<file path="config.mk">
export PLATFORM = sky130hd
export DESIGN_NAME = rmii_frame_tx
export DESIGN_NICKNAME = d
export VERILOG_FILES = /design/src/rtl/eth_pkg.sv /design/src/rtl/eth_crc32_d2.sv /design/src/rtl/rmii_frame_tx.sv
export SDC_FILE = /design/constraint.sdc
export NUM_CORES = 1
export LEC_CHECK = 0
export CAP_MARGIN = 15
export CORE_UTILIZATION = 60
export DETAILED_ROUTE_END_ITERATION = 10
export PLACE_DENSITY = 0.81
export SLEW_MARGIN = 20
export SYNTH_ARGS = -nofsm -noshare
export SYNTH_HDL_FRONTEND = slang
export SYNTH_SLANG_ARGS = --single-unit
</file>
<file path="constraint.sdc">
create_clock -name sys_clk -period 8 [get_ports sys_clk]
set_clock_uncertainty 0.2 [all_clocks]
set_input_delay 1.2 -clock sys_clk [delete_from_list [all_inputs] [get_ports sys_clk]]
set_output_delay 1.2 -clock sys_clk [all_outputs]
set_load 0.01 [all_outputs]
</file>
<file path="src/rtl/eth_pkg.sv">
`default_nettype none
// ============================================================================
// Module      : eth_pkg
// Description : Shared Ethernet framing constants and the TX framer state type.
// Revision    : 1.0 - initial release
// ============================================================================
package eth_pkg;

    // Preamble length in dibits, before the four SFD dibits
    localparam int          PREAMBLE_DIBITS = 28;
    // Start-of-frame delimiter, sent LSB dibit first
    localparam logic [7:0]  SFD             = 8'hD5;
    // 802.3 CRC-32, reflected form
    localparam logic [31:0] CRC_POLY        = 32'hEDB88320;
    localparam logic [31:0] CRC_INIT        = 32'hFFFFFFFF;

    typedef enum logic [2:0] {
        ST_IDLE = 3'd0,
        ST_PRE  = 3'd1,
        ST_DATA = 3'd2,
        ST_PAD  = 3'd3,
        ST_FCS  = 3'd4,
        ST_IFG  = 3'd5
    } tx_state_t;

endpackage : eth_pkg
`default_nettype wire

</file>
<file path="src/rtl/eth_crc32_d2.sv">
`default_nettype none
// ============================================================================
// Module      : eth_crc32_d2
// Description : Combinational CRC-32 next state for one 2-bit symbol,
//               d_i[0] is the earlier bit on the wire.
// Revision    : 1.0 - initial release
// ============================================================================
module eth_crc32_d2
    import eth_pkg::*;
(
    input  logic [31:0] crc_i,
    input  logic [1:0]  d_i,
    output logic [31:0] crc_o
);

    logic [31:0] w_stage1;

    // Two serial steps of the reflected LFSR, first bit d_i[0]
    assign w_stage1 = {1'b0, crc_i[31:1]}    ^ ((crc_i[0]    ^ d_i[0]) ? CRC_POLY : 32'h0);
    assign crc_o    = {1'b0, w_stage1[31:1]} ^ ((w_stage1[0] ^ d_i[1]) ? CRC_POLY : 32'h0);

endmodule : eth_crc32_d2
`default_nettype wire

</file>
<file path="src/rtl/rmii_frame_tx.sv">
`default_nettype none
// ============================================================================
// Module      : rmii_frame_tx
// Description : RMII 100 Mb/s transmit framer. Adds preamble/SFD, pads short
//               frames, appends the FCS and enforces the inter-frame gap.
//               Registered state describes the dibit currently on the wire.
// Revision    : 1.0 - initial release
// ============================================================================
module rmii_frame_tx
    import eth_pkg::*;
#(
    parameter int MIN_LEN   = 60,
    parameter int PAD_EN    = 1,
    parameter int IFG_BYTES = 12
) (
    input  logic        sys_clk,
    input  logic        sys_rst,
    input  logic [7:0]  tx_dat_i,
    input  logic        tx_valid_i,
    input  logic        tx_last_i,
    output logic        tx_ready_o,
    output logic        phy_tx_en,
    output logic [1:0]  phy_rmii_tx_data,
    output logic        busy_o,
    output logic        underrun_o,
    output logic [15:0] frames_o
);

    localparam logic [15:0] c_MIN_LEN  = 16'(MIN_LEN);
    localparam logic [15:0] c_IFG_LAST = 16'(IFG_BYTES * 4 - 1);
    localparam logic [15:0] c_PRE_LEN  = 16'(PREAMBLE_DIBITS);
    localparam logic [15:0] c_PRE_LAST = 16'(PREAMBLE_DIBITS + 3);
    localparam logic [15:0] c_FCS_LAST = 16'd15;

    tx_state_t   r_state, w_state_n;
    logic [15:0] r_cnt, w_cnt_n;
    logic [1:0]  r_idx, w_idx_n;
    logic [7:0]  r_byte, w_byte_n;
    logic        r_last, w_last_n;
    logic        r_bad, w_bad_n;
    logic [31:0] r_crc, w_crc_n;
    logic [15:0] r_bcnt, w_bcnt_n;
    logic [15:0] r_frames, w_frames_n;
    logic        r_under, w_under_n;
    logic        r_tx_en, w_tx_en_n;
    logic [1:0]  r_txd, w_txd_n;
    logic        r_ready, w_ready_n;
    logic        r_busy;
    logic [31:0] w_crc_upd;
    logic [15:0] w_bcnt_inc;
    logic [1:0]  w_fcs_dibit;

    // CRC advanced by the dibit currently on the wire
    eth_crc32_d2 u_crc (
        .crc_i (r_crc),
        .d_i   (r_txd),
        .crc_o (w_crc_upd)
    );

    assign w_bcnt_inc = (r_bcnt == 16'hFFFF) ? r_bcnt : r_bcnt + 16'd1;

    // Next-state logic for the framer sequence
    always_comb begin
        w_state_n  = r_state;
        w_cnt_n    = r_cnt;
        w_idx_n    = r_idx;
        w_byte_n   = r_byte;
        w_last_n   = r_last;
        w_bad_n    = r_bad;
        w_crc_n    = r_crc;
        w_bcnt_n   = r_bcnt;
        w_frames_n = r_frames;
        w_under_n  = 1'b0;
        case (r_state)
            ST_IDLE: begin
                if (tx_valid_i) begin
                    w_state_n = ST_PRE;
                    w_cnt_n   = 16'd0;
                end
            end
            ST_PRE: begin
                if (r_cnt == c_PRE_LAST) begin
                    w_crc_n  = CRC_INIT;
                    w_bcnt_n = 16'd0;
                    w_idx_n  = 2'd0;
                    w_bad_n  = 1'b0;
                    if (tx_valid_i) begin
                        w_state_n = ST_DATA;
                        w_byte_n  = tx_dat_i;
                        w_last_n  = tx_last_i;
                    end else begin
                        // Nothing to send after SFD: close with a bad FCS
                        w_state_n = ST_FCS;
                        w_cnt_n   = 16'd0;
                        w_bad_n   = 1'b1;
                        w_under_n = 1'b1;
                    end
                end else begin
                    w_cnt_n = r_cnt + 16'd1;
                end
            end
            ST_DATA: begin
                w_crc_n = w_crc_upd;
                w_idx_n = r_idx + 2'd1;
                if (r_idx == 2'd3) begin
                    w_bcnt_n = w_bcnt_inc;
                    if (r_last) begin
                        if ((PAD_EN != 0) && (w_bcnt_inc < c_MIN_LEN)) begin
                            w_state_n = ST_PAD;
                            w_byte_n  = 8'h00;
                        end else begin
                            w_state_n = ST_FCS;
                            w_cnt_n   = 16'd0;
                        end
                    end else if (tx_valid_i) begin
                        w_byte_n = tx_dat_i;
                        w_last_n = tx_last_i;
                    end else begin
                        w_state_n = ST_FCS;
                        w_cnt_n   = 16'd0;
                        w_bad_n   = 1'b1;
                        w_under_n = 1'b1;
                    end
                end
            end
            ST_PAD: begin
                w_crc_n = w_crc_upd;
                w_idx_n = r_idx + 2'd1;
                if (r_idx == 2'd3) begin
                    w_bcnt_n = w_bcnt_inc;
                    if (w_bcnt_inc >= c_MIN_LEN) begin
                        w_state_n = ST_FCS;
                        w_cnt_n   = 16'd0;
                    end
                end
            end
            ST_FCS: begin
                if (r_cnt == c_FCS_LAST) begin
                    w_state_n = ST_IFG;
                    w_cnt_n   = 16'd0;
                    if (!r_bad) begin
                        w_frames_n = r_frames + 16'd1;
                    end
                end else begin
                    w_cnt_n = r_cnt + 16'd1;
                end
            end
            ST_IFG: begin
                if (r_cnt == c_IFG_LAST) begin
                    w_state_n = ST_IDLE;
                end else begin
                    w_cnt_n = r_cnt + 16'd1;
                end
            end
            default: begin
                w_state_n = ST_IDLE;
            end
        endcase
    end

    // Wire values for the next cycle, decoded from the next state
    always_comb begin
        w_tx_en_n   = 1'b0;
        w_txd_n     = 2'b00;
        w_ready_n   = 1'b0;
        w_fcs_dibit = w_crc_n[{w_cnt_n[3:0], 1'b0} +: 2];
        case (w_state_n)
            ST_PRE: begin
                w_tx_en_n = 1'b1;
                w_txd_n   = (w_cnt_n < c_PRE_LEN) ? 2'b01 : SFD[{w_cnt_n[1:0], 1'b0} +: 2];
                w_ready_n = (w_cnt_n == c_PRE_LAST);
            end
            ST_DATA: begin
                w_tx_en_n = 1'b1;
                w_txd_n   = w_byte_n[{w_idx_n, 1'b0} +: 2];
                w_ready_n = (w_idx_n == 2'd3) && !w_last_n;
            end
            ST_PAD: begin
                w_tx_en_n = 1'b1;
                w_txd_n   = w_byte_n[{w_idx_n, 1'b0} +: 2];
            end
            ST_FCS: begin
                w_tx_en_n = 1'b1;
                w_txd_n   = w_bad_n ? w_fcs_dibit : ~w_fcs_dibit;
            end
            default: begin
                w_tx_en_n = 1'b0;
            end
        endcase
    end

    // State and output registers
    always_ff @(posedge sys_clk) begin
        if (!sys_rst) begin
            r_state  <= ST_IDLE;
            r_cnt    <= 16'd0;
            r_idx    <= 2'd0;
            r_byte   <= 8'h00;
            r_last   <= 1'b0;
            r_bad    <= 1'b0;
            r_crc    <= 32'h0;
            r_bcnt   <= 16'd0;
            r_frames <= 16'd0;
            r_under  <= 1'b0;
            r_tx_en  <= 1'b0;
            r_txd    <= 2'b00;
            r_ready  <= 1'b0;
            r_busy   <= 1'b0;
        end else begin
            r_state  <= w_state_n;
            r_cnt    <= w_cnt_n;
            r_idx    <= w_idx_n;
            r_byte   <= w_byte_n;
            r_last   <= w_last_n;
            r_bad    <= w_bad_n;
            r_crc    <= w_crc_n;
            r_bcnt   <= w_bcnt_n;
            r_frames <= w_frames_n;
            r_under  <= w_under_n;
            r_tx_en  <= w_tx_en_n;
            r_txd    <= w_txd_n;
            r_ready  <= w_ready_n;
            r_busy   <= (w_state_n != ST_IDLE);
        end
    end

    assign tx_ready_o       = r_ready;
    assign phy_tx_en        = r_tx_en;
    assign phy_rmii_tx_data = r_txd;
    assign busy_o           = r_busy;
    assign underrun_o       = r_under;
    assign frames_o         = r_frames;

endmodule : rmii_frame_tx
`default_nettype wire
</file>
* Word-level counts from Yosys, hierarchy flattened
Cells that the tools add are included.
Word-level totals: input port bits 12, output and inout port bits 22, word-level logic and storage cells 118, bits in registers 101
Operators by class: add/sub/neg operators 4, reduce and logical (&&, ||, !) cells 10, eq/ne operators 18, bitwise operators 6, shifts and indexed selects 3, muxes and demuxes 60, order comparisons 3
Operators with widths (count):
- $mux 16 | 13
- $mux 32 | 3
- $pmux 16 s6 | 1
- $pmux 32 s2 | 1
- $xor 31x32->32 | 2
- $add 16x1->16 const B | 3
- $mux 8 | 5
- $mux 3 | 11
- $eq 16x5->1 const B | 2
- $pmux 16 s2 | 1
- $shiftx 32x6->2 | 1
- $pmux 3 s6 | 1
- $eq 16x16->1 const B | 1
- $eq 16x4->1 const B | 1
- $eq 16x6->1 const B | 1
- $ge 16x6->1 const B | 1
- $lt 16x5->1 const B | 1
- $lt 16x6->1 const B | 1
- $pmux 8 s2 | 1
- $mux 1 | 14
- $eq 3x2->1 const B | 4
- $eq 3x3->1 const B | 3
- $pmux 1 s2 | 4
- $shiftx 8x4->2 | 1
- other kinds (20) | 27

* Logic depth before layout (Yosys ltp)
Gate-level depths: netlist (run 1).
depth after elaboration 11, mapped depth 16, depth with buffers taken out 13

* Cells and area by module
A second synthesis (run 1) with hierarchy kept.
Second synthesis, totals: cell total of the unflattened synthesis 754, area total of the unflattened synthesis 6042.0 um^2
By module, submodules not included:
- rmii_frame_tx | cells each 718, instances 1, area an instance 5627.9 um^2, sequential area each 2021.9 um^2
- eth_crc32_d2 | cells each 36, instances 1, area an instance 414.1 um^2, sequential area each 0.0 um^2

* Worst setup path before layout (run 1)
No wires, ideal clock.
kind flip-flop to flip-flop, start point register r_bcnt[1], end point register r_txd[0], in the netlist phy_rmii_tx_data[0], buffers on the path 0, setup slack 4211 ps, arrival time 3527 ps, cell stages (with the launch flop) 14, data required time 7738 ps, period minus slack after synthesis 3789 ps, setup time 62 ps, cell sequence dfxtp_1 ha_1 nand3_1 nor4_1 nor3_1 nor4b_4 a31oi_4 o2111a_4 nor2_8 mux4_2 nor2_1 nor3_1 o32a_1 nand3_1
Between the ends: longest elaborated chain between the ends 11, elaborated cells between the ends (all ways) 34, classes of those cells add/sub: 1; order compare: 3; eq/ne: 5; shift: 3; mux: 20; bitwise: 1; reduce/logical: 1
Ends and longest elaborated chain:
- start, declared | RTL line rmii_frame_tx.sv:42 | logic [15:0] r_bcnt, w_bcnt_n;
- start signal, assigned | RTL line rmii_frame_tx.sv:217 | r_bcnt <= w_bcnt_n;
- $add 16x1->16 or $eq 16x16->1 (tied branches) | RTL line rmii_frame_tx.sv:60 | assign w_bcnt_inc = (r_bcnt == 16'hFFFF) ? r_bcnt : r_bcnt + 16'd1;
- $mux 16 (*) | RTL line rmii_frame_tx.sv:60
- branches (longest 8 deep; another with $lt 16x6->1)
- $pmux 2 s3 (*) | RTL line rmii_frame_tx.sv:167 | case (w_state_n)
- end signal, assigned | RTL line rmii_frame_tx.sv:221 | r_txd <= w_txd_n;
- end, declared | RTL line rmii_frame_tx.sv:46 | logic [1:0] r_txd, w_txd_n;
Mark *: on every way between the ends. A chain may end at the register's enable or synchronous reset.

* Worst setup path after layout (run 1)
start point register r_bcnt[1], end point register r_txd[1], in the netlist phy_rmii_tx_data[1]
The elaborated chain is that of the path after synthesis.

==> run metrics, run 1 <==
CTS resizes=0; CP Capture Type=flip-flop; register area=0.00202 mm²; area of the multi-input gates=0.00403 mm²; register area share after synthesis=31.8%; crit path time final=4.59 ns; Switching Share=26.9%; Setup violations, final=0; die area=0.0110 mm²; DRC violation count after routing=0; initial antenna violation count=0; 1st-iter DRT viols=659; Final #Nets=837; Num CTS Buffers=9; Rows=37; Die W=105 µm; final cycle utilization of the critical path=57.4%; Routed Wire Length=17.1 mm; CP Cell Sequence=ha_1, nand3_1, nor4_1, nor3_1, nor4b_4, a31oi_4, o221ai_4, a22oi_1, nor3_1, a211oi_1, nor4_1, xor2_1, o21ai_1; cts hold-fix bufs=0; number of synthesized flops with an enable pin=0; clk slew on worst S/H paths=0.10 ns; largest net degree at the start of global routing=56; post-route setup TNS=0 ns; Max Freq=0.218 GHz; worst-margin pin slew=0.987 ns; Synth Warn #=0; CTS tree=done; CTS Buffer Depth=2; synth-to-layout area growth=8.39%; RSZ-0062 raised after global routing=false; Final Hold Violating Endpoints=0; port bufs=33; Setup CP Type=reg2reg; Vias=6,254; most area-consuming cells after synthesis=dfxtp_1 (32%), nor2_1 (6.4%), a21oi_1 (5.5%); gpl congestion=0.940; DP Area=0.00668 mm²; first-pass GRT wire length=27.9 mm; Place WS=3.38 ns; Slew Limit Headroom=33.9%; async set-or-reset flop fraction in the synthesized netlist=0%; CP peak stage delay=0.61 ns; final core utilization=67.0%; cell leakage power=0.00240 µW; area leader, netlist=dfxtp_1; GR Overflow Total=0; hold crit path type=reg2reg; Int Pwr=684 µW; post-route worst setup slack=3.41 ns; Cell variety after synth=80; peak supply drop=0.161 mV; vias per cell=6.50; ratio of cells with drive above 1 in the final layout=7.14%; Synth top area share=31.8%; sequential share of power=54.3%; Comb pwr share=8.8%; root buf cell=clkbuf_8; Yosys reg bits=101; Max Slew Vio Count=0; Worst-Skew Late Latency=0.39 ns; vias in the first global route=5,623; Core ar.=0.0103 mm²; drt wl/cell=17.8 µm; syn nets=840; Post-Syn Instances=824; Slowest-stage cell, CP=o221ai_4; Detail Placement HPWL=11.8 mm; Clk pwr share=36.9%; CP Max Fanout=25; Top FF cell, synth=dfxtp_1; Die H=105 µm; Mapped Area=0.00635 mm²; Starting Density=61.8%; number of max-cap violations=0; PD cells=136 mW/mm²; Final ANT Viol Nets=0; switching pwr=252 µW; WP data arrival=4.67 ns; Critical Path RT=8.07 ns; drt first pass iters=6; outcome=completed; Mapped Avg Cell Area=7.71 µm²; Num Clock Sinks=101; Worst setup SP type=flip-flop; final instance area=0.00689 mm²; Top Ports=34; fillers=888; H-tree level count=3; ant diodes=0; GRT Util Overall=31.3%; post-CTS setup buffers=0
## worst max-delay path: cells and delay by family (launching register included)
family / cells / cell delay [ns]
flops: 1 / 0.48
simple gates: 6 / 1.91
fa+ha+maj: 1 / 0.31
compound gates: 5 / 1.40
xor+xnor: 1 / 0.18
## registers in the layout (all words and copies together) (netlist names), 2 cells and up
register          cells
r_bcnt               16
frames_o             16
phy_rmii_tx_data      2
r_crc                32
r_cnt                16
r_state               3
r_idx                 2
r_byte                8
## Yosys cell counts (5+ instances only)
| library cell | number |
|---|---|
| a21oi_1 | 70 |
| or2_2 | 5 |
| a211oi_1 | 14 |
| xnor2_1 | 29 |
| a31oi_1 | 24 |
| dfxtp_1 | 101 |
| mux2i_1 | 11 |
| nand3_1 | 30 |
| inv_1 | 16 |
| a22o_1 | 7 |
| and3_1 | 16 |
| nor2_1 | 109 |
| a21o_1 | 7 |
| clkbuf_1 | 37 |
| o221a_2 | 6 |
| nand2b_1 | 6 |
| a22oi_1 | 5 |
| nand4_1 | 13 |
| o211ai_1 | 9 |
| xor2_1 | 13 |
| nor4_1 | 12 |
| o22ai_1 | 6 |
| and2_1 | 20 |
| nor3_1 | 26 |
| buf_2 | 11 |
| or3_1 | 10 |
| nand2_1 | 63 |
| o21ai_0 | 47 |
## power groups by stage
stage	registers [µW]	clock network (µW)	logic [µW]
floorplan	518	0	59.4
global placement	520	0	80.0
detailed placement	520	0	81.1
CTS	508	350	81.7
global route	509	372	89.3
finish	508	345	82.5
## area by class of cell
class | instances | area share, %
Inverter | 18 | 0.981
Clock buffer | 9 | 1.80
Sequential cell | 101 | 29.4
Tap cell | 136 | 2.47
Timing Repair Buffer | 42 | 5.78
Multi-Input combinational cell | 649 | 58.5
Clock inverter | 7 | 1.14
## path summary, 6_finish.rpt
check,startpoint,slack [ns],cells after the start,to
worst max-delay path,r_bcnt[1],3.41,13,phy_rmii_tx_data[1]
worst min register to register,r_crc[12],0.31,2,r_crc[10]
worst max register to register,r_bcnt[1],3.41,13,phy_rmii_tx_data[1]
worst min-delay path,r_crc[12],0.31,2,r_crc[10]
## through the flow
step,instances,power [µW],hold WS (ns)
after floorplan,824,577,0.256
final,962,936,0.305
after global placement,946,600,0.273
after CTS,962,940,0.306
after global routing,962,970,0.338
after detailed placement,946,601,0.289
## logic make-up (layout without fill, tap and decap cells)
kind of cell             Yosys count  count (layout)  synth area share [%]
XOR/XNOR                          43              43                  6.05
buffers and inverters             74              76                  4.88
flip-flops                       101             101                  31.8
multiplexers                      14              14                  2.44
adder cells (fa/ha/maj)            4               4                 0.788
AO/OA/AOI/OAI                    252             252                  27.0
AND/OR/NAND/NOR                  336             336                  27.0
## cells in the final DEF, fill, tap and decap left out, drive strengths merged, types with 10 or more instances in the layout
master	synthesis	final
nor2	110	110
dfxtp	101	101
a21oi	71	71
nand2	63	63
o21ai	50	50
clkdlybuf4s50	0	33
nand3	30	30
xnor2	29	29
nor3	28	28
a31oi	25	25
inv	18	22
and2	20	20
and3	16	16
a211oi	14	14
xor2	14	14
nand4	14	14
nor4	13	13
mux2i	11	11
or3	10	10
## routing by layer
metal	share of wire (%)	vias to the layer above	GRT usage, %	wire, µm
li1	-	3027	-	-
met1	45	2975	42.1	7630
met2	47	224	49.8	7990
met3	6.7	28	7.30	1140
met4	1.9	0	9.66	321
met5	0	-	0	0
No activity file was read; power rests on OpenSTA's default activity.
==> inputs of run 2 (changes only) <==
==> constraint.sdc (replaced) <==
create_clock -name sys_clk -period 4.79 [get_ports sys_clk]
set_clock_uncertainty 0.2 [all_clocks]
set_input_delay 0.7185 -clock sys_clk [delete_from_list [all_inputs] [get_ports sys_clk]]
set_output_delay 0.7185 -clock sys_clk [all_outputs]
set_load 0.01 [all_outputs]
==> run metrics, run 2 (same netlist as run 1, synthesis figures left out) <==
drt wl/cell=17.8 µm (+0.33%); clk slew on worst S/H paths=0.10 ns (about the same); final cycle utilization of the critical path=93.8% (+36 points); cell leakage power=0.00242 µW (+0.83%); CP Cell Sequence=ha_1, nand3_1, nor4_1, nor3_1, nor4b_4, a31oi_4, o221ai_4, o21ai_2, a221o_1, o2111a_1, nor3_1, o32a_1, nand3_1; worst hold path stage count=2 (unchanged); Setup violations, final=0 (unchanged); Routed Wire Length=17.2 mm (+0.75%); WP data arrival=4.56 ns (-0.11 ns); Die H=105 µm (unchanged); CP Max Fanout=13 (-48%); Core ar.=0.0103 mm² (unchanged); Critical Path RT=4.86 ns (-3.21 ns); commonest non-fill, non-tap cell in the layout=nor2_1; register with the most flip-flops=r_crc; root buf cell=clkbuf_8; PD cells=230 mW/mm² (+70%); most frequent cells in the layout=nor2_1 (108), dfxtp_1 (101), a21oi_1 (70), nand2_1 (62), o21ai_0 (47); Detail Placement HPWL=11.7 mm (-0.74%); number of flip-flops under the largest register name=32 (unchanged); gpl congestion=0.978 (+4.0%); CTS tree=done; Final Hold Violating Endpoints=0 (unchanged); Num Clock Sinks=101 (unchanged); CP Capture Type=flip-flop; hold crit path type=reg2reg; crit path time final=4.49 ns (-0.100 ns); Max Slew Vio Count=0 (unchanged); synth-to-layout area growth=9.35%; post-route setup TNS=0 ns (unchanged); Max Freq=0.223 GHz (+2.2%); fillers=917 (+3.3%); worst-margin pin slew=0.919 ns (-0.0687 ns); DRC violation count after routing=0 (unchanged); Worst R2R Path Depth=13 (unchanged); outcome=completed; Worst setup SP type=flip-flop; die area=0.0110 mm² (unchanged); CP peak stage delay=0.53 ns (-0.08 ns); number of max-cap violations=0 (unchanged); total power=1600 µW (+71%); WP buf/inv=0 (unchanged); Final #Nets=841 (+0.48%); initial antenna violation count=0 (unchanged); H-tree level count=3 (unchanged); RSZ-0062 raised after global routing=false; Slew Limit Headroom=38.6% (+4.6 points); post-CTS setup buffers=0 (unchanged); CTS Buffer Depth=2 (unchanged); GR Overflow Total=0 (unchanged); vias in the first global route=5,700 (+1.4%); Top Ports=34 (unchanged); Slowest-stage cell, CP=nor4b_4; 1st-iter DRT viols=651 (-1.2%); Die W=105 µm (unchanged); Num CTS Buffers=9 (unchanged); cts hold-fix bufs=0 (unchanged); first-pass GRT wire length=28.0 mm (+0.15%); Final ANT Viol Nets=0 (unchanged); ant diodes=0 (unchanged); Rows=37 (unchanged); Starting Density=61.8% (unchanged); crit-path leading delay family=compound AO/OA/AOI/OAI gates; GRT Util Overall=31.5% (+0.11 points); Vias=6,295 (+0.66%); number of cells on the critical path=13 (unchanged); Worst-Skew Late Latency=0.40 ns (about the same); peak supply drop=0.257 mV (+60%); drt first pass iters=7 (+1); Setup CP Type=reg2reg; largest net degree at the start of global routing=72 (+29%); vias per cell=6.52 (+0.24%); ratio of cells with drive above 1 in the final layout=7.83% (+0.69 points); port bufs=33 (unchanged)
run 2: layout make-up:
cell class	instances	area, µm²	area share (%)
clock buffer	10	128	1.84
multi-input combinational	650	4050	58.3
clock inverter	6	86.3	1.24
inverter	18	67.6	0.972
timing repair buffer	45	420	6.05
sequential	101	2020	29.1
tap	136	170	2.45
run 2: report_power, final:
group	total (µW)	leakage, µW	internal (µW)	switching, µW
Combinational	141	0.00150	51.7	89.7
Clock	611	0.000107	295	317
Sequential	849	0.000814	842	6.49
Total	1600	0.00242	1190	413
run 2: worst paths after layout:
check	start	endpoint	slack, ns
hold reg to reg	r_crc[12]	r_crc[10]	0.31
hold / removal	r_crc[12]	r_crc[10]	0.31
setup / recovery	r_bcnt[1]	phy_rmii_tx_data[0]	0.30
setup reg to reg	r_bcnt[1]	phy_rmii_tx_data[0]	0.30
run 2: per-stage QoR:
step                      area (µm²)  hold slack [ns]  setup WS (ns)  util [%]  std cells
after detailed placement        6710            0.288          0.204      65.3        949
after global placement          6710            0.275          0.460      65.3        949
after floorplan                 6350            0.256           1.00         -        824
final                           6950            0.310          0.299      67.6        966
after global routing            6950            0.331        0.00747      67.6        966
after CTS                       6920            0.310          0.163      67.3        965
run 2: what timing repair did:
action                                 4_1_cts  5_1_grt
endpoints found under the hold margin        0        0
setup endpoints to repair                    0        2
resized for setup                            0        3
run 2: routing by layer:
| layer | wire [µm] | GRT usage (%) |
|---|---|---|
| met5 | 0 | 0 |
| met4 | 364 | 10.9 |
| met3 | 1510 | 6.55 |
| met2 | 7760 | 48.5 |
| met1 | 7590 | 43.5 |
run 2: worst register-to-register path: cells and delay by family, from the launching register on:
| kind | cells | cell delay [ns] |
|---|---|---|
| AOI/OAI and AO/OA | 6 | 1.79 |
| adders and majority gates | 1 | 0.30 |
| and+or+nand+nor | 6 | 1.60 |
| DFF | 1 | 0.47 |
==> inputs of run 3 (changes only) <==
--- a/config.mk
+++ b/config.mk
@@ -8,7 +8,7 @@
 export CAP_MARGIN = 15
 export CORE_UTILIZATION = 60
 export DETAILED_ROUTE_END_ITERATION = 10
-export PLACE_DENSITY = 0.81
+export PLACE_DENSITY = 0.82
 export SLEW_MARGIN = 20
 export SYNTH_ARGS = -nofsm -noshare
 export SYNTH_HDL_FRONTEND = slang
==> run metrics, run 3 (same netlist as run 1, synthesis figures left out) <==
outcome=completed; Worst R2R Path Depth=13 (unchanged); CP most frequent cell=a211oi_1; final core utilization=67.9% (+0.30 points); post-CTS setup buffers=0 (unchanged); final hold slack=0.306 ns (-0.00379 ns); cell leakage power=0.00244 µW (+0.90%); first-pass GRT wire length=28.8 mm (+3.0%); vias per cell=6.56 (+0.60%); commonest non-fill, non-tap cell in the layout=nor2_1; WP buf/inv=0 (unchanged); Worst setup SP type=flip-flop; WP data arrival=4.58 ns (+0.02 ns); total power=1610 µW (+0.56%); drt first pass iters=5 (-2); Reg2Reg Launch Point=r_bcnt[1]; Int Pwr=1220 µW (+2.4%); ratio of cells with drive above 1 in the final layout=8.17% (+0.34 points); sequential share of power=52.7% (-0.3 points); CP Max Fanout=13 (unchanged); Final ANT Viol Nets=0 (unchanged); cts hold-fix bufs=0 (unchanged); Num CTS Buffers=9 (unchanged); CP Cell Sequence=ha_1, nand3_1, or2_1, nor3_2, o221ai_2, a31oi_2, o221ai_4, a2111o_1, a211oi_1, a211oi_1, nor4_1, xor2_1, o21ai_1; final instance area=0.00698 mm² (+0.45%); CP Launch Point=r_bcnt[1]; Clk pwr share=38.4% (+0.2 points); post-route setup TNS=0 ns (unchanged); Die H=105 µm (unchanged); peak supply drop=0.233 mV (-9.3%); switching pwr=393 µW (-4.8%); most frequent cells in the layout=nor2_1 (108), dfxtp_1 (101), a21oi_1 (70), nand2_1 (62), o21ai_0 (47); Max Slew Vio Count=0 (unchanged); Final Hold Violating Endpoints=0 (unchanged); number of cells on the critical path=13 (unchanged); Setup CP Type=reg2reg; Worst-Skew Late Latency=0.39 ns (about the same); Switching Share=24.4% (-1.4 points); synth-to-layout area growth=9.85%; die area=0.0110 mm² (unchanged); Worst Setup EP=phy_rmii_tx_data[1]; CP Capture Type=flip-flop; Detail Placement HPWL=11.8 mm (+0.88%); Slew Limit Headroom=42.7% (+4.2 points); Critical Path RT=4.87 ns (about the same); CTS Buffer Depth=2 (unchanged); CTS resizes=0 (unchanged); clk slew on worst S/H paths=0.09 ns (about the same); vias in the first global route=5,861 (+2.8%); FF-to-FF setup slack=0.29 ns (about the same); Routed Wire Length=17.5 mm (+1.5%); Rows=37 (unchanged); crit path time final=4.50 ns (+0.0140 ns); Num Clock Sinks=101 (unchanged); Comb pwr share=8.9% (about the same); Core ar.=0.0103 mm² (unchanged); ant diodes=0 (unchanged); largest net degree at the start of global routing=72 (unchanged); root buf cell=clkbuf_8; Max Freq=0.222 GHz (-0.31%); DRC violation count after routing=0 (unchanged); final cycle utilization of the critical path=94.0% (+0.29 points); DP Area=0.00672 mm² (+0.22%); RSZ-0062 raised after global routing=false; Final #Nets=843 (+0.24%); Vias=6,346 (+0.81%); Die W=105 µm (unchanged); GR Overflow Total=0 (unchanged); H-tree level count=3 (unchanged); worst-margin pin slew=0.856 ns (-0.0622 ns); PD cells=231 mW/mm² (+0.11%); hold crit path type=reg2reg; crit-path leading delay family=compound AO/OA/AOI/OAI gates; Starting Density=61.8% (unchanged); Top Ports=34 (unchanged); initial antenna violation count=0 (unchanged); reg2reg end=phy_rmii_tx_data[1]; Slowest-stage cell, CP=a2111o_1; CP peak stage delay=0.48 ns (-0.05 ns); GRT Util Overall=32.3% (+0.87 points); number of max-cap violations=0 (unchanged); Setup violations, final=0 (unchanged); gpl congestion=0.941 (-3.8%); register with the most flip-flops=r_crc; 1st-iter DRT viols=567 (-13%); drt wl/cell=18.1 µm (+1.3%); CTS tree=done; number of flip-flops under the largest register name=32 (unchanged); port bufs=33 (unchanged)
==> run 3: cell count changes in the layout (fill, tap and decap cells not counted) <==
cell | previous run | this run
buf_4 | 12 | 14
clkinvlp_4 | 1 | 0
a22oi_2 | 0 | 1
a22oi_1 | 5 | 4
clkbuf_8 | 9 | 11
inv_6 | 1 | 0
==> run 3: layout make-up <==
type                    count  area, µm²
clock buffers              12        155
clock inverters             4       70.1
fillers                   916       3300
inverters                  18       67.6
multi-input cells         650       4060
flip-flops and latches    101       2020
well taps                 136        170
repair buffers             47        435
==> run 3: tightest hold or removal path, delay by kind of cell, from the launching register on <==
family             cells  cell delay (ns)
DFF                    1             0.33
AOI/OAI and AO/OA      1             0.07
and+or+nand+nor        1             0.06
==> run 3: power groups by stage <==
stage	registers [µW]	clock network [µW]	logic (µW)
detailed placement	868	0	138
global placement	868	0	137
global route	850	659	155
CTS	848	628	140
finish	849	618	144
floorplan	865	0	99.2
==> run 3: through the flow <==
| stage | setup WS [ns] | std cells |
|---|---|---|
| 3_3_place_gp | 0.487 | 951 |
| 6_report | 0.285 | 968 |
| 2_1_floorplan | 1.00 | 824 |
| 3_5_place_dp | 0.216 | 951 |
| 5_1_grt | 0.0572 | 968 |
| 4_1_cts | 0.199 | 967 |
==> run 3: how the worst min path moves through the flow <==
stage,start,endpoint,slack [ns],depth (start not counted)
floorplan,r_byte[4],r_byte[4],0.26,2
global placement,r_byte[4],r_byte[4],0.27,2
detailed placement,r_crc[2],r_crc[2],0.29,2
CTS,r_crc[2],r_crc[2],0.30,2
global route,frames_o[13],frames_o[13],0.34,2
finish,r_crc[2],r_crc[2],0.31,2
==> run 3: per-layer routing <==
layer  GRT usage [%]  part of all wire, %  up-vias
met1            42.5                   44     2984
met3            6.61                  7.4       31
met2            52.7                   47      277
li1                -                    -     3054
met4            11.2                  2.0        0
met5               0                    0        -
